[src/rtl/uart_txfifo_pkg.sv]
// Shared constants for the UART TX buffer: register map, STATUS bit positions,
// master state encoding and the downstream UART data register offset.
package uart_txfifo_pkg;

  localparam logic [3:0] REG_DATA    = 4'h0;
  localparam logic [3:0] REG_STATUS  = 4'h4;
  localparam logic [3:0] REG_DROPCNT = 4'h8;

  localparam logic [3:0] UART_DATA_ADR = 4'h4;

  localparam int ST_BIT_EMPTY = 16;
  localparam int ST_BIT_FULL  = 17;
  localparam int ST_BIT_OVF   = 18;
  localparam int ST_BIT_BUSY  = 19;

  typedef enum logic {
    ST_IDLE = 1'b0,
    ST_REQ  = 1'b1
  } m_state_t;

endpackage

[src/rtl/uart_fifo_sync.sv]
// Single-clock byte FIFO with combinational head; push is ignored when full and
// pop is ignored when empty, so callers may drive raw requests.
module uart_fifo_sync #(
  parameter int DEPTH_LOG2 = 4
) (
  input  logic                  clk,
  input  logic                  rst_n,
  input  logic                  push,
  input  logic [7:0]            din,
  input  logic                  pop,
  output logic [7:0]            head,
  output logic [DEPTH_LOG2:0]   level,
  output logic                  full,
  output logic                  empty
);

  localparam int DEPTH = 1 << DEPTH_LOG2;

  logic [7:0]            mem [DEPTH];
  logic [DEPTH_LOG2-1:0] wr_ptr;
  logic [DEPTH_LOG2-1:0] rd_ptr;
  logic                  do_push;
  logic                  do_pop;

  // Level only reaches DEPTH when full, so its MSB alone marks the full state.
  assign full    = level[DEPTH_LOG2];
  assign empty   = (level == '0);
  assign do_push = push & ~full;
  assign do_pop  = pop & ~empty;
  assign head    = mem[rd_ptr];

  always_ff @(posedge clk) begin
    if (do_push) begin
      mem[wr_ptr] <= din;
    end
  end

  always_ff @(posedge clk or negedge rst_n) begin
    if (!rst_n) begin
      wr_ptr <= '0;
      rd_ptr <= '0;
      level  <= '0;
    end else begin
      if (do_push) begin
        wr_ptr <= wr_ptr + {{(DEPTH_LOG2-1){1'b0}}, 1'b1};
      end
      if (do_pop) begin
        rd_ptr <= rd_ptr + {{(DEPTH_LOG2-1){1'b0}}, 1'b1};
      end
      case ({do_push, do_pop})
        2'b10:   level <= level + {{DEPTH_LOG2{1'b0}}, 1'b1};
        2'b01:   level <= level - {{DEPTH_LOG2{1'b0}}, 1'b1};
        default: level <= level;
      endcase
    end
  end

endmodule

[src/rtl/uart_txfifo_wb.sv]
// Wishbone TX byte buffer in front of simpleuart: CPU writes are queued and a
// Wishbone master drains them to the UART. UART_TXFIFO_DROPCNT_EN adds a drop counter at 0x8.
module uart_txfifo_wb
  import uart_txfifo_pkg::*;
#(
  parameter int DEPTH_LOG2 = 4
) (
  input  logic        wb_clk_i,
  input  logic        wb_rstn_i,
  input  logic [3:0]  wb_adr_i,
  input  logic [31:0] wb_dat_i,
  input  logic [3:0]  wb_sel_i,
  input  logic        wb_we_i,
  input  logic        wb_cyc_i,
  input  logic        wb_stb_i,
  output logic [31:0] wb_dat_o,
  output logic        wb_ack_o,
  output logic [3:0]  m_adr_o,
  output logic [31:0] m_dat_o,
  output logic [3:0]  m_sel_o,
  output logic        m_we_o,
  output logic        m_cyc_o,
  output logic        m_stb_o,
  input  logic        m_ack_i,
  output logic        irq_empty_o
);

  // Handshake: a slave access is cyc&stb; ack follows one cycle later for one cycle
  // and all side effects land in that ack cycle. The master raises cyc/stb with data
  // and holds all three unchanged until it sees m_ack_i, then drops for at least a cycle.

  logic                slv_acc;
  logic                wr_data;
  logic                wr_status;
  logic                push_drop;
  logic                overflow;
  logic [31:0]         status_word;
  logic [31:0]         dropcnt_rd;

  logic [7:0]          fifo_head;
  logic [DEPTH_LOG2:0] fifo_level;
  logic                fifo_full;
  logic                fifo_empty;
  logic                fifo_pop;

  m_state_t            state;
  m_state_t            state_d;
  logic                load_head;

  always_ff @(posedge wb_clk_i or negedge wb_rstn_i) begin
    if (!wb_rstn_i) begin
      wb_ack_o <= 1'b0;
    end else begin
      wb_ack_o <= wb_cyc_i & wb_stb_i & ~wb_ack_o;
    end
  end

  assign slv_acc   = wb_ack_o & wb_cyc_i & wb_stb_i;
  assign wr_data   = slv_acc & wb_we_i & (wb_adr_i == REG_DATA) & wb_sel_i[0];
  assign wr_status = slv_acc & wb_we_i & (wb_adr_i == REG_STATUS);
  // Fullness is judged before any same-cycle pop, so a drain never rescues a push.
  assign push_drop = wr_data & fifo_full;

  uart_fifo_sync #(
    .DEPTH_LOG2 (DEPTH_LOG2)
  ) u_fifo (
    .clk   (wb_clk_i),
    .rst_n (wb_rstn_i),
    .push  (wr_data),
    .din   (wb_dat_i[7:0]),
    .pop   (fifo_pop),
    .head  (fifo_head),
    .level (fifo_level),
    .full  (fifo_full),
    .empty (fifo_empty)
  );

  always_ff @(posedge wb_clk_i or negedge wb_rstn_i) begin
    if (!wb_rstn_i) begin
      overflow <= 1'b0;
    end else if (push_drop) begin
      overflow <= 1'b1;
    end else if (wr_status && wb_dat_i[ST_BIT_OVF]) begin
      overflow <= 1'b0;
    end
  end

`ifdef UART_TXFIFO_DROPCNT_EN
  logic [15:0] drop_cnt;
  logic        wr_dropcnt;

  assign wr_dropcnt = slv_acc & wb_we_i & (wb_adr_i == REG_DROPCNT);

  always_ff @(posedge wb_clk_i or negedge wb_rstn_i) begin
    if (!wb_rstn_i) begin
      drop_cnt <= '0;
    end else if (wr_dropcnt) begin
      drop_cnt <= '0;
    end else if (push_drop && (drop_cnt != 16'hFFFF)) begin
      drop_cnt <= drop_cnt + 16'd1;
    end
  end

  assign dropcnt_rd = {16'b0, drop_cnt};
`else
  assign dropcnt_rd = '0;
`endif

  always_comb begin
    status_word                 = '0;
    status_word[DEPTH_LOG2:0]   = fifo_level;
    status_word[ST_BIT_EMPTY]   = fifo_empty;
    status_word[ST_BIT_FULL]    = fifo_full;
    status_word[ST_BIT_OVF]     = overflow;
    status_word[ST_BIT_BUSY]    = (state == ST_REQ);
  end

  always_comb begin
    wb_dat_o = '0;
    if (wb_ack_o && !wb_we_i) begin
      case (wb_adr_i)
        REG_STATUS:  wb_dat_o = status_word;
        REG_DROPCNT: wb_dat_o = dropcnt_rd;
        default:     wb_dat_o = '0;
      endcase
    end
  end

  always_ff @(posedge wb_clk_i or negedge wb_rstn_i) begin
    if (!wb_rstn_i) begin
      state   <= ST_IDLE;
      m_dat_o <= '0;
    end else begin
      state <= state_d;
      if (load_head) begin
        m_dat_o <= {24'b0, fifo_head};
      end
    end
  end

  always_comb begin
    state_d   = state;
    load_head = 1'b0;
    fifo_pop  = 1'b0;
    case (state)
      ST_IDLE: begin
        if (!fifo_empty) begin
          load_head = 1'b1;
          state_d   = ST_REQ;
        end
      end
      ST_REQ: begin
        if (m_ack_i) begin
          fifo_pop = 1'b1;
          state_d  = ST_IDLE;
        end
      end
      default: state_d = ST_IDLE;
    endcase
  end

  assign m_cyc_o     = (state == ST_REQ);
  assign m_stb_o     = m_cyc_o;
  assign m_adr_o     = UART_DATA_ADR;
  assign m_sel_o     = 4'b0001;
  assign m_we_o      = 1'b1;
  assign irq_empty_o = fifo_empty & (state == ST_IDLE);

endmodule

[config.mk]
export PLATFORM = sky130hd
export DESIGN_NAME = uart_txfifo_wb
export DESIGN_NICKNAME = d
export VERILOG_FILES = /design/src/rtl/uart_txfifo_pkg.sv /design/src/rtl/uart_fifo_sync.sv /design/src/rtl/uart_txfifo_wb.sv
export SDC_FILE = /design/constraint.sdc
export NUM_CORES = 1
export LEC_CHECK = 0
export BUFFER_PORTS_ARGS = -buffer_cell sky130_fd_sc_hd__buf_2
export CAP_MARGIN = 15
export CORE_UTILIZATION = 55
export CTS_BUF_LIST = sky130_fd_sc_hd__clkbuf_8
export DETAILED_ROUTE_END_ITERATION = 10
export GPL_ROUTABILITY_DRIVEN = 0
export HOLD_SLACK_MARGIN = 0.06
export PLACE_DENSITY = 0.79
export REMOVE_ABC_BUFFERS = 1
export SLEW_MARGIN = 5
export SYNTH_ARGS = -nofsm -noshare
export SYNTH_HDL_FRONTEND = slang
export SYNTH_HIERARCHICAL = 1
export SYNTH_SLANG_ARGS = --single-unit
[constraint.sdc]
create_clock -name wb_clk_i -period 8.1 [get_ports wb_clk_i]
set_input_delay 1.62 -clock wb_clk_i [delete_from_list [all_inputs] [get_ports wb_clk_i]]
set_output_delay 1.62 -clock wb_clk_i [all_outputs]
set_load 0.005 [all_outputs]
## After elaboration in Yosys (flattened, before gate mapping)

Memories as Yosys holds them, arrays and structs flattened. A register that Yosys moved wholly into a read port is not among the register bits.
Cells that the tools add are included.

| word-level totals | value |
|---|---|
| register bits after elaboration | 16 |
| memory bits (writable) | 128 |
| memories | 1 |
| bits of input ports | 46 |

| cells by class | value |
|---|---|
| bitwise logic cells | 16 |
| muxes and demuxes | 13 |
| reductions and logical operators | 8 |
| add/sub/neg operators | 4 |
| eq/ne operators | 3 |

Memory list:

| name | depth | bits a word | read ports | clocked after Yosys merged registers in | wr ports | line | text |
|---|---|---|---|---|---|---|---|
| u_fifo.mem | 16 | 8 | 1 | 1 | 1 | uart_fifo_sync.sv:19 | `logic [7:0] mem [DEPTH];` |

Operator list:

| kind | count |
|---|---|
| $mux 20 | 2 |
| $and 1x1->1 | 12 |
| $pmux 5 s2 | 1 |
| $mux 1 | 9 |
| $add 4x1->4 const B | 2 |
| $add 5x1->5 const B | 1 |
| $logic_not 5->1 | 1 |
| $sub 5x1->5 const B | 1 |
| $eq 4x3->1 const B | 1 |
| $logic_not 4->1 | 1 |
| $not 1->1 | 4 |
| $reduce_bool 2->1 | 2 |
| $eq 2x1->1 const B | 1 |
| $eq 2x2->1 const B | 1 |
| $logic_and 1x1->1 | 2 |
| $logic_not 1->1 | 2 |
| $pmux 1 s2 | 1 |

## Depth between registers and ports, before layout

| depth | value |
|---|---|
| depth after elaboration | 8 |
| depth in mapped cells | 13 |
| depth with buffers taken out | 12 |

## By module

Netlist, hierarchy kept.

Modules (own cells, without submodules):

| module | cells each | instances | area an instance (µm²) |
|---|---|---|---|
| uart_fifo_sync | 331 | 1 | 5731.7 |
| uart_txfifo_wb | 101 | 1 | 962.2 |

## Least setup slack after synthesis

OpenSTA, ideal clock, no wires.

| timing path | value |
|---|---|
| path type | in2reg |
| start | input wb_adr_i[0] |
| end | register u_fifo.level[4] |
| data arrival time | 4233 ps |
| required time | 7975 ps |
| stages on the path | 12 |
| setup time | 125 ps |
| setup slack | 3743 ps |
| buffers on the path | 1 |
| cells stage by stage | or4b_4 > nor3b_4 > nor2b_1 > clkbuf_1 > inv_1 > ha_1 > ha_1 > nor2b_1 > o21ai_0 > a21oi_1 > or3b_1 > xnor2_1 |

| between the ends | value |
|---|---|
| longest elaborated chain between the ends | 6 |
| elaborated cells on any way between the ends | 8 |

RTL lines:

| element | line | text |
|---|---|---|
| start: declaration | uart_txfifo_wb.sv:10 | `input logic [3:0] wb_adr_i,` |
| $logic_not 4->1 * | uart_txfifo_wb.sv:59 | `assign wr_data = slv_acc & wb_we_i & (wb_adr_i == REG_DATA) & wb_sel_i[0];` |
| $and 1x1->1 * (2 in series) | uart_txfifo_wb.sv:59 |  |
| via wr_data | uart_txfifo_wb.sv:33 | `logic wr_data;` |
| $and 1x1->1 * | uart_fifo_sync.sv:28 | `assign do_push = push & ~full;` |
| $eq 2x1->1 or $eq 2x2->1 (tied branches) | uart_fifo_sync.sv:50 | `case ({do_push, do_pop})` |
| $pmux 5 s2 or $reduce_bool 2->1 (tied branches) | n/a |  |
| end signal: assignment | uart_fifo_sync.sv:51 | `2'b10: level <= level + {{DEPTH_LOG2{1'b0}}, 1'b1};` |
| end signal: assignment | uart_fifo_sync.sv:52 | `2'b01: level <= level - {{DEPTH_LOG2{1'b0}}, 1'b1};` |
| end signal: assignment | uart_fifo_sync.sv:53 | `default: level <= level;` |
| end: declaration | uart_fifo_sync.sv:12 | `output logic [DEPTH_LOG2:0] level,` |

Mark *: on every way through the listed nets, which the timed path passes. The rest lies on a longest branch.
A chain may end at the register's enable or synchronous reset.

## Worst setup path after layout

Ends and elaborated chain as after synthesis.

==> results_dict.tcl <==
set metrics [dict create \
    outcome "finished, violations left" \
    violations "design-rule violations" \
    hold_viol 0 \
    layout_setup_ws_ps 3640 \
    drive_above_1_share_pct 23.2 \
    period_share_pct 55.1 \
    cts_setup_buffers 0 \
    dp_hpwl_mm 7.92 \
    max-cap-violations 0 \
    powerDensity_mw_per_mm2 288 \
    grt_max_degree 52 \
    die_w_um 112 \
    worstMarginPinSlew_ps 1020 \
    overflow 0 \
    die_y_um 112 \
    port_buffers 40 \
    ys_seq_area_share_pct 66.4 \
    internal_power_mw 1.41 \
    core_mm2 0.0117 \
    grt_first_pass_wirelength_mm 18.6 \
    hp-class "flip-flop to flip-flop" \
    cts_resized 0 \
    peakVddDrop_mv 0.145 \
    crit_path_end_kind "flip-flop" \
    switchingPower_uw 647 \
    grt_usage_pct 20.1 \
    syn_to_final_growth_pct 6.86 \
    worst_skew_pair.late_latency_ps 440 \
    final_cell_mix "128 x edfxtp_1, 56 x conb_1, 42 x buf_2" \
    dpl_cell_area_mm2 0.00678 \
    power.share.combinational_pct 27.6 \
    place_ws_ps 3240 \
    rsz0062_at_grt "false" \
    fin_cells 630 \
    antenna_left 0 \
    ys_ff_latch 152 \
    routed_via_density 5.64 \
    grt_pass1_vias 3429 \
    cts_inserted_buffers 17 \
    startpoint_type "input pin" \
    vias 3553 \
    io_pins 123 \
    final_area_mm2 0.00715 \
    nNetsFinal 530 \
    drc_errors 16 \
    dieArea_mm2 0.0126 \
    yosys_warnings 6 \
    yosys.area.top_type "edfxtp_1" \
    cts_tree "yes" \
    clock-sinks 152 \
    syn_area_mm2 0.00669 \
    fmax_mhz 224 \
    setup_viol_count_final 0 \
    ctsHoldBuffers 0 \
    drt-initial-drc-count 319 \
    synth_area_leaders "edfxtp_1 57%, dfrtp_1 9.0%, buf_4 6.8%" \
    postSynthAreaPerCell_um2 15.5 \
    rows 39 \
    clock_path_buffers 2 \
    netSwitchingFraction_pct 31.5 \
    fin_skew_ps 11.5 \
    utilization_pct 61.3 \
    p_total_mw 2.06 \
    htreeDepth 4 \
    dr.pass1.iters 9 \
    antenna_cells 0 \
    place_inst 597 \
    clk_pin_slew_ps 80 \
    yosysUniqueCellTypes 38 \
    holdWs_ps 468 \
    antenna_found_initial 0 \
    slew_headroom_pct 32.1 \
    p_seq_share_pct 47.2 \
    cts_root_buffer "clkbuf_8" \
    pwr-share-clk_pct 25.2 \
    crit_type "input pin to flip-flop" \
    p_leak_nw 2.67 \
    wl_mm 11.8 \
    syn-instance-count 432 \
    crit_required_ps 8420 \
    fin_crit_ps 4460 \
    cp_max_fo 9 \
    reg2reg_from "wb_ack_o$_DFF_PN0_" \
    start_util_pct 57.4 \
    layout_commonest_cell "edfxtp_1" \
    worstPathArrival_ps 4780 \
    setup.worst_path.start "wb_adr_i[0]" \
    hold_start "wb_ack_o$_DFF_PN0_" \
    synth_top_area_share_pct 57.4 \
    slew_violations 0 \
    wl_per_cell_um 18.7 \
    finalSetupTns_ps 0 \
]
-- layer usage --
| metal | GRT usage (%) | share of wire (%) | up-vias | wire (um) |
|---|---|---|---|---|
| li1 | - | - | 1580 | - |
| met1 | 26.0 | 40 | 1761 | 4670 |
| met2 | 33.8 | 53 | 190 | 6210 |
| met3 | 4.59 | 6.3 | 22 | 736 |
| met4 | 7.02 | 1.4 | 0 | 162 |
| met5 | 0 | 0 | - | 0 |
-- cell families after synthesis --
logic type               Yosys count  synth area share (%)
flip-flops                       152                  66.4
buffers and inverters             84                  8.30
AND/OR/NAND/NOR                   68                  5.44
multiplexers                      58                  12.0
AO/OA/AOI/OAI                     48                  4.43
adder cells (fa/ha/maj)           10                  1.98
XOR/XNOR                          10                  1.31
other                              2                 0.112
-- synthesized netlist by cell type (all sizes together) --
| cell | instances |
|---|---|
| edfxtp | 128 |
| nor3b | 1 |
| a22o | 1 |
| nor3 | 5 |
| or3b | 1 |
| and2 | 11 |
| and4 | 1 |
| a21oi | 10 |
| or4b | 1 |
| nand4 | 2 |
| a22oi | 8 |
| and4b | 1 |
| nor2b | 5 |
| a221oi | 8 |
| nor2 | 16 |
| fa | 1 |
| mux4 | 16 |
| nand3 | 2 |
| mux2i | 25 |
| a21o | 1 |
| xor2 | 3 |
| dfrtp | 24 |
| ha | 9 |
| xnor2 | 7 |
| inv | 7 |
| mux2 | 17 |
| nand2 | 19 |
| or4 | 1 |
| o21ai | 20 |
| clkbuf | 11 |
| conb | 2 |
| buf | 66 |
| nand2b | 2 |
-- sequential cells by signal (all words and copies together) (netlist names) --
signal,flops
m_cyc_o,1
m_dat_o,8
overflow,1
u_fifo/level,5
u_fifo/mem,128
u_fifo/rd_ptr,4
u_fifo/wr_ptr,4
wb_ack_o,1
-- layout make-up --
type / instances / area (um^2)
Fill cell: 814 / 4510
Sequential cell: 152 / 4450
Multi-Input combinational cell: 250 / 1900
Timing Repair Buffer: 46 / 244
Clock buffer: 17 / 234
Tap cell: 143 / 179
Clock inverter: 15 / 128
Inverter: 7 / 26.3
-- critical path, stage by stage --
cell and delay (ps):
buf_2 100, or4b_4 540, nor3b_4 210, nor2b_1 580, inv_1 140, ha_1 290
ha_1 330, nor2b_1 150, o21ai_0 210, a21oi_1 100, or3b_1 370, xnor2_1 130
-- power groups by stage --
stage / combinational (mW) / clock [mW] / sequential [mW]
2_1_floorplan: 0.370 / 0 / 1.01
3_3_place_gp: 0.536 / 0 / 0.987
3_5_place_dp: 0.558 / 0 / 0.988
4_1_cts: 0.563 / 0.526 / 0.971
5_1_grt: 0.624 / 0.561 / 0.980
6_report: 0.568 / 0.518 / 0.971
-- path summary, 6_finish.rpt --
check	slack, ps	end	cells past startpoint
hold / removal	470	wb_ack_o$_DFF_PN0_	1
hold reg to reg	470	wb_ack_o$_DFF_PN0_	1
setup reg to reg	4900	u_fifo/level[4]$_DFFE_PN0P_	11
setup / recovery	3640	u_fifo/level[4]$_DFFE_PN0P_	12
max in group asynchronous	6480	u_fifo/rd_ptr[0]$_DFFE_PN0P_	1
min in group asynchronous	1190	m_dat_o[5]$_DFFE_PN0P_	1
(Power assumes the default switching activity.)
